===== config.mk =====
export PLATFORM = sky130hd
export DESIGN_NAME = wb_stage_ex
export DESIGN_NICKNAME = d
export VERILOG_FILES = /design/src/rtl/wb_pkg.sv /design/src/rtl/wb_retire_counter.sv /design/src/rtl/wb_stage_ex.sv
export SDC_FILE = /design/constraint.sdc
export NUM_CORES = 1
export LEC_CHECK = 0
export BUFFER_PORTS_ARGS = -buffer_cell sky130_fd_sc_hd__buf_2
export CAP_MARGIN = 20
export CORE_ASPECT_RATIO = 0.8
export CORE_UTILIZATION = 40
export CTS_BUF_LIST = sky130_fd_sc_hd__clkbuf_2 sky130_fd_sc_hd__clkbuf_4 sky130_fd_sc_hd__clkbuf_8
export CTS_CLUSTER_SIZE = 12
export DETAILED_ROUTE_END_ITERATION = 7
export HOLD_SLACK_MARGIN = 0.05
export PLACE_DENSITY = 0.7
export SLEW_MARGIN = 20
export SYNTH_ARGS = -nofsm -noshare
export SYNTH_HDL_FRONTEND = slang
export SYNTH_SLANG_ARGS = --single-unit

===== constraint.sdc =====
create_clock -name clk -period 2.7 [get_ports clk]
set_clock_uncertainty 0.05 [all_clocks]
set_input_delay 0.27 -clock clk [delete_from_list [all_inputs] [get_ports clk]]
set_output_delay 0.27 -clock clk [all_outputs]
set_load 0.02 [all_outputs]

===== src/rtl/wb_pkg.sv =====
// rtl/wb_pkg.sv - shared widths, exception codes and rf zip layout for the WB stage
package wb_pkg;

    localparam int WB_DATA_W  = 32;
    localparam int WB_RADDR_W = 5;
    localparam int WB_PC_W    = 32;
    localparam int WB_ECODE_W = 6;
    localparam int WB_CNT_W   = 64;

    // Exception codes carried in the exception record toward the CSR unit
    localparam logic [WB_ECODE_W-1:0] ECODE_ADE = 6'h08;
    localparam logic [WB_ECODE_W-1:0] ECODE_ALE = 6'h09;
    localparam logic [WB_ECODE_W-1:0] ECODE_SYS = 6'h0B;
    localparam logic [WB_ECODE_W-1:0] ECODE_BRK = 6'h0C;
    localparam logic [WB_ECODE_W-1:0] ECODE_INE = 6'h0D;

    // rf zip layout {we, waddr, wdata}, shared with the MEM and ID stages
    localparam int ZIP_WDATA_LSB = 0;
    localparam int ZIP_WADDR_LSB = WB_DATA_W;
    localparam int ZIP_WE_BIT    = WB_DATA_W + WB_RADDR_W;
    localparam int ZIP_W         = 1 + WB_RADDR_W + WB_DATA_W;

endpackage


===== src/rtl/wb_retire_counter.sv =====
// rtl/wb_retire_counter.sv - free-running wrap-around event counter with increment enable
module wb_retire_counter
    import wb_pkg::*;
#(
    parameter int CNT_W = WB_CNT_W
) (
    input  logic             clk,
    input  logic             resetn,
    input  logic             inc,
    output logic [CNT_W-1:0] cnt
);

    logic [CNT_W-1:0] cnt_q;

    // Count one per enabled cycle; wraps naturally at 2^CNT_W
    always_ff @(posedge clk or negedge resetn) begin
        if (!resetn) begin
            cnt_q <= '0;
        end else if (inc) begin
            cnt_q <= cnt_q + {{(CNT_W-1){1'b0}}, 1'b1};
        end
    end

    assign cnt = cnt_q;

endmodule


===== src/rtl/wb_stage_ex.sv =====
// rtl/wb_stage_ex.sv - write-back stage with rf port stall, exception/ERTN flush and retire count
module wb_stage_ex
    import wb_pkg::*;
#(
    parameter int DATA_W  = WB_DATA_W,
    parameter int RADDR_W = WB_RADDR_W,
    parameter int PC_W    = WB_PC_W,
    parameter int ECODE_W = WB_ECODE_W,
    parameter int CNT_W   = WB_CNT_W
) (
    input  logic                        clk,
    input  logic                        resetn,
    input  logic                        ms2ws_valid,
    output logic                        ws_allowin,
    input  logic [PC_W-1:0]             ms_pc,
    input  logic [RADDR_W+DATA_W:0]     ms_rf_zip,
    input  logic                        ms_ex,
    input  logic [ECODE_W-1:0]          ms_ecode,
    input  logic                        ms_ertn,
    input  logic                        rf_wr_ready,
    output logic [RADDR_W+DATA_W:0]     ws_rf_zip,
    output logic                        wb_flush,
    output logic                        ex_valid,
    output logic [PC_W-1:0]             ex_pc,
    output logic [ECODE_W-1:0]          ex_ecode,
    output logic                        ertn_valid,
    output logic [CNT_W-1:0]            retire_cnt,
    output logic [PC_W-1:0]             debug_wb_pc,
    output logic [DATA_W/8-1:0]         debug_wb_rf_we,
    output logic [RADDR_W-1:0]          debug_wb_rf_wnum,
    output logic [DATA_W-1:0]           debug_wb_rf_wdata
);

    localparam int WE_BIT    = RADDR_W + DATA_W;
    localparam int WADDR_LSB = DATA_W;

    logic                ws_valid;
    logic [PC_W-1:0]     pc_q;
    logic                we_q;
    logic [RADDR_W-1:0]  waddr_q;
    logic [DATA_W-1:0]   wdata_q;
    logic                ex_q;
    logic [ECODE_W-1:0]  ecode_q;
    logic                ertn_q;

    logic eff_we;
    logic ws_ready_go;
    logic commit;
    logic load;

    // Excepting instructions never write the RF, so they never wait for the port
    assign eff_we      = ws_valid & we_q & ~ex_q;
    assign ws_ready_go = ~eff_we | rf_wr_ready;
    assign ws_allowin  = ~ws_valid | ws_ready_go;
    assign commit      = ws_valid & ws_ready_go;
    assign load        = ms2ws_valid & ws_allowin;

    // Occupancy: a flush kills whatever MEM offers this cycle, since it is younger
    always_ff @(posedge clk or negedge resetn) begin
        if (!resetn) begin
            ws_valid <= 1'b0;
        end else if (wb_flush) begin
            ws_valid <= 1'b0;
        end else if (ws_allowin) begin
            ws_valid <= ms2ws_valid;
        end
    end

    // Payload capture; held stable for the whole stall so forwarding stays coherent
    always_ff @(posedge clk or negedge resetn) begin
        if (!resetn) begin
            pc_q    <= '0;
            we_q    <= 1'b0;
            waddr_q <= '0;
            wdata_q <= '0;
            ex_q    <= 1'b0;
            ecode_q <= '0;
            ertn_q  <= 1'b0;
        end else if (load) begin
            pc_q    <= ms_pc;
            we_q    <= ms_rf_zip[WE_BIT];
            waddr_q <= ms_rf_zip[WADDR_LSB +: RADDR_W];
            wdata_q <= ms_rf_zip[DATA_W-1:0];
            ex_q    <= ms_ex;
            ecode_q <= ms_ecode;
            ertn_q  <= ms_ertn;
        end
    end

    // Exception outranks ERTN; both redirect the front end through the same flush
    assign wb_flush   = commit & (ex_q | ertn_q);
    assign ex_valid   = commit & ex_q;
    assign ex_pc      = pc_q;
    assign ex_ecode   = ecode_q;
    assign ertn_valid = commit & ertn_q & ~ex_q;

    assign ws_rf_zip  = {eff_we, waddr_q, wdata_q};

    assign debug_wb_pc       = pc_q;
    assign debug_wb_rf_we    = {(DATA_W/8){commit & eff_we}};
    assign debug_wb_rf_wnum  = waddr_q;
    assign debug_wb_rf_wdata = wdata_q;

    wb_retire_counter #(
        .CNT_W (CNT_W)
    ) u_retire (
        .clk    (clk),
        .resetn (resetn),
        .inc    (commit & ~ex_q),
        .cnt    (retire_cnt)
    );

endmodule

Word-level counts from Yosys, hierarchy flattened
Cells that the tools add are included.
{"block": "word_totals", "regBits": 143, "in_bits": 82, "out_inout_bits": 217}
{"block": "op_classes", "n_addsub": 1, "muxes": 2, "n_bitwise": 16, "n_reduce_logical": 1}
{"operator": "$add A64 B1 Y64 const B", "count": 1}
{"operator": "$and A1 B1 Y1", "count": 10}
{"operator": "$not A1 Y1", "count": 3}
{"operator": "$or A1 B1 Y1", "count": 3}
{"operator": "$mux W1", "count": 2}
{"operator": "$reduce_bool A2 Y1", "count": 1}

Logic depth before layout (Yosys ltp)
{"block": "depth", "ltp_word": 7, "depth_mapped": 7, "depth_no_buf": 6}

Cells and area by module
Synthesis repeated with hierarchy kept, for this count alone.
{"block": "unflattened", "hier_cells": 536, "hier_area_um2": 6739.0}
{"module": "wb_stage_ex", "instances": 1, "cells_per_inst": 251, "area_per_inst_um2": 3641.0, "seq_area_each_um2": 1976.9}
{"module": "wb_retire_counter", "instances": 1, "cells_per_inst": 285, "area_per_inst_um2": 3098.0, "seq_area_each_um2": 1601.5}

Worst setup path before layout
No wires, ideal clock.
{"block": "synth_path", "path_kind": "register to register", "from": "register u_retire.cnt_q[16], in the netlist u_retire.cnt[16]", "to": "register u_retire.cnt_q[59], in the netlist u_retire.cnt[59]", "arrival_ps": 2071, "slack_ps": 499, "path_stages_with_launch": 8, "period_less_slack_ps": 2201, "path_cell_list": "dfrtp_1 > nand4_2 > or2_1 > or4b_1 > buf_6 > buf_8 > nor3_2 > xor2_1"}
{"block": "synth_between", "elab_chain_len": 1}
{"item": "start: declaration", "line": "wb_retire_counter.sv:13", "text": "logic [CNT_W-1:0] cnt_q;"}
{"item": "start signal: assignment", "line": "wb_retire_counter.sv:20", "text": "cnt_q <= cnt_q + {{(CNT_W-1){1'b0}}, 1'b1};"}
{"item": "$add A64 B1 Y64", "line": "wb_retire_counter.sv:20"}
No other way between the ends.
A chain may end at the register's enable or synchronous reset.

Worst setup path in the final report
{"block": "layout_path", "from": "register u_retire.cnt_q[0], in the netlist u_retire.cnt[0]", "to": "register u_retire.cnt_q[46], in the netlist u_retire.cnt[46]"}
Same word-level chain as after synthesis.

==> results.cfg <==
[logic_synthesis]
count_of_unique_library_cells_instantiated_by_yosys = 31
avgSynthCellArea_um2 = 12.3
synth-main-ff-cell = sky130_fd_sc_hd__dfrtp_1
synth_seq_area_share_pct = 54.4
post-synth-top-area-fraction_pct = 54.4
synth_async_sr_flop_share_pct = 100
ys.warnings.count = 0
post_synthesis_sequential_element_count = 143
synthTopCellsByArea = sky130_fd_sc_hd__dfrtp_1 54%, sky130_fd_sc_hd__mux2_2 14%, sky130_fd_sc_hd__buf_4 8.3%
yosys.area.top_type = sky130_fd_sc_hd__dfrtp_1
syn_nets = 620
synth_cells = 537
number_of_enable_type_register_cells_in_the_synthesized_netlist = 0
post_synthesis_instance_area_mm2 = 0.00658

[critical_path]
worst-endpoint-arrival_ns = 2.62
path_class = reg -> reg
crit_fanout = 9
cp.depth = 6
crit_slowest_cell = sky130_fd_sc_hd__nand4_1
critPathMostFrequentCell = sky130_fd_sc_hd__nand4_1
worstRegToRegCells = 6
critical_path.endpoint_type = flop
crit_path_max_cell_delay_ns = 0.48
crit_path_start_kind = flop
crit_path_buf_inv_count = 0
path_cells = ha_1 > nand4_1 > nor3_2 > nand4_1 > nor4_1 > xor2_1
path_delay_family = simple AND/OR/NAND/NOR gates
crit_required_ns = 3.02

[placement]
io_buffers = 298
detailedPlacementHpwl_um = 12600
numPlacedInstances = 974
gp_routability_congestion = 0.896

[timing]
finalHoldWorstSlack_ns = 0.239
worst-slew-pin-transition_ns = 0.507
setup_total_negative_slack_ns = 0
rsz0062_at_grt = false
finalWorstPathRequiredPeriod_ns = 2.30
final_number_of_max_transition_violations = 0
max_freq_ghz = 0.435
final-hold-violation-count = 0
final.period_utilization_pct = 85.2
setup_viol = 0
timing.max_slew.rel_slack_pct = 65.9

[cells_and_area]
fillers = 1367
area_delta_synth_final_pct = 37.4
layout_cells_sized_above_1_pct = 49.8
ff_latch_area_mm2 = 0.00358
layout.nets = 941
multi_input_gate_area_in_the_final_layout_mm2 = 0.00238
layout_commonest_cell = sky130_fd_sc_hd__buf_2
final_cell_count_no_fill = 1088
most_frequent_cells_in_the_layout = 297 x sky130_fd_sc_hd__buf_2, 143 x sky130_fd_sc_hd__dfrtp_1, 80 x sky130_fd_sc_hd__dlygate4sd3_1, 79 x sky130_fd_sc_hd__mux2_2, 43 x sky130_fd_sc_hd__xor2_1

[global_route]
globalRoute.totalOverflow = 0
pin_count_of_the_biggest_net_entering_global_routing = 78
first_global_vias = 4988
track_usage_pct = 21.5
antenna_found_initial = 3
grt_pass1_wl_um = 27800

[min_path]
holdCritPathClass = in -> async

[drt]
drt_iter0_markers = 211
detail_route.wirelength_um = 18100
ant_nets = 0
avgViaCountPerCell = 4.75
post-route-drc-count = 0
dr.pass1.iters = 5
detail_route.wl_per_cell_um = 16.6
route.vias.total = 5164

[clock_network]
htreeDepth = 4
cts_setup_buffers = 0
clkLatencyLatePin_ns = 0.44
tritoncts_num_sinks = 143
longest_clk_path_bufs = 2
cts-root-buf = sky130_fd_sc_hd__clkbuf_8
number_of_cts_inserted_buffers = 17
tritoncts = yes
cts.clk_slew.worst_paths_ns = 0.08

[die]
initial_cell_density_of_the_core_pct = 41.4
die_y_um = 117
fp-row-count = 41
io_pins = 299
floorplan.core_area_mm2 = 0.0159
die-area_mm2 = 0.0170
die-width_um = 145

[power]
vdd_ir_drop_max_uv = 302
power.leakage_nw = 4.35
finalPower_mw = 5.47
powerDensity_mw_per_mm2 = 605

[outcome]
outcome = finished, final reports clean

[run]
timing.max_cap.violations = 0
area by class of cell:
type / instances / area share, %
diodes: 2 / 0.0553
clock buffers: 23 / 3.36
inverters: 7 / 0.291
flip-flops and latches: 143 / 39.6
well taps: 215 / 2.97
repair buffers: 385 / 26.3
clock inverters: 9 / 1.19
multi-input cells: 304 / 26.3
metrics by stage:
stage	area [um2]	utilization [%]	setup slack, ns
2_1_floorplan	6580	-	0.499
5_1_grt	9040	56.9	0.118
6_report	9040	56.9	0.400
3_3_place_gp	7830	49.2	0.491
4_1_cts	9040	56.8	0.401
3_5_place_dp	7830	49.2	0.403
routing by layer:
metal  up-vias  wire length (um)  global-route usage, %
li1       2426                 -                      -
met1      2535              7800                   26.9
met2       165              8790                   34.8
met3        36               984                   5.94
met4         2               522                   10.5
met5         -                11                      0
registers in the layout, summed over array words and instances (netlist names):
signal and flops:
we_q 1, ws_valid 1, debug_wb_rf_wnum 5, ex_q 1, ex_ecode 6, debug_wb_pc 32
u_retire.cnt 64, debug_wb_rf_wdata 32, ertn_q 1
repair_timing:
| item | CTS | global route |
|---|---|---|
| hold endpoints to repair | 114 | 0 |
| hold buffers | 80 | 0 |
| gates resized for setup | 0 | 0 |
Yosys cell counts, types with 3 or more instances:
cell and instances:
sky130_fd_sc_hd__dfrtp_1 143, sky130_fd_sc_hd__mux2_2 79, sky130_fd_sc_hd__buf_4 73, sky130_fd_sc_hd__xor2_1 43, sky130_fd_sc_hd__nand2_1 28, sky130_fd_sc_hd__nor2_1 28
sky130_fd_sc_hd__nand3_1 24, sky130_fd_sc_hd__xnor2_1 20, sky130_fd_sc_hd__nand4_1 17, sky130_fd_sc_hd__nor3_1 15, sky130_fd_sc_hd__nor4_1 9, sky130_fd_sc_hd__inv_1 7
sky130_fd_sc_hd__nor3_2 7, sky130_fd_sc_hd__and3_1 6, sky130_fd_sc_hd__buf_1 5, sky130_fd_sc_hd__nor4_2 5, sky130_fd_sc_hd__and2_1 3, sky130_fd_sc_hd__and4_1 3
sky130_fd_sc_hd__buf_2 3, sky130_fd_sc_hd__nand2b_1 3, sky130_fd_sc_hd__nand4_2 3, sky130_fd_sc_hd__nor2b_1 3
worst paths after layout:
path / startpoint / end / slack, ns
max in group asynchronous: resetn / debug_wb_rf_wdata[21]$_DFFE_PN0P_ / 1.62
min in group clk: rf_wr_ready / ws_valid$_DFFE_PN0P_ / 0.24
hold reg to reg: u_retire.cnt[63]$_DFFE_PN0P_ / u_retire.cnt[63]$_DFFE_PN0P_ / 0.43
setup reg to reg: u_retire.cnt[0]$_DFFE_PN0P_ / u_retire.cnt[46]$_DFFE_PN0P_ / 0.40
setup / recovery: u_retire.cnt[0]$_DFFE_PN0P_ / u_retire.cnt[46]$_DFFE_PN0P_ / 0.40
hold / removal: resetn / debug_wb_pc[13]$_DFFE_PN0P_ / 0.24
cell families (layout without fill, tap and decap cells):
| group | after synthesis | in the layout | share of synthesized area [%] |
|---|---|---|---|
| multiplexers | 79 | 79 | 13.5 |
| AND/OR/NAND/NOR | 160 | 160 | 13.8 |
| AO/OA/AOI/OAI | 1 | 1 | 0.0760 |
| other | 0 | 2 | 0 |
| adder cells (fa/ha/maj) | 1 | 1 | 0.190 |
| XOR/XNOR | 63 | 63 | 8.38 |
| flip-flops | 143 | 143 | 54.4 |
| buffers and inverters | 90 | 424 | 9.64 |
worst reg2reg max path, stage by stage, from the launching register on:
cell	delay [ns]
sky130_fd_sc_hd__dfrtp_1	0.43
sky130_fd_sc_hd__ha_1	0.21
sky130_fd_sc_hd__nand4_1	0.12
sky130_fd_sc_hd__nor3_2	0.36
sky130_fd_sc_hd__nand4_1	0.48
sky130_fd_sc_hd__nor4_1	0.40
sky130_fd_sc_hd__xor2_1	0.17
where the power goes:
group / leakage (nW) / internal [mW] / switching (mW) / total [mW]
clock: 0.209 / 0.938 / 0.804 / 1.74
combinational: 2.43 / 0.503 / 0.737 / 1.24
sequential: 1.71 / 2.32 / 0.168 / 2.49
No activity file was read; power rests on OpenSTA's default activity.
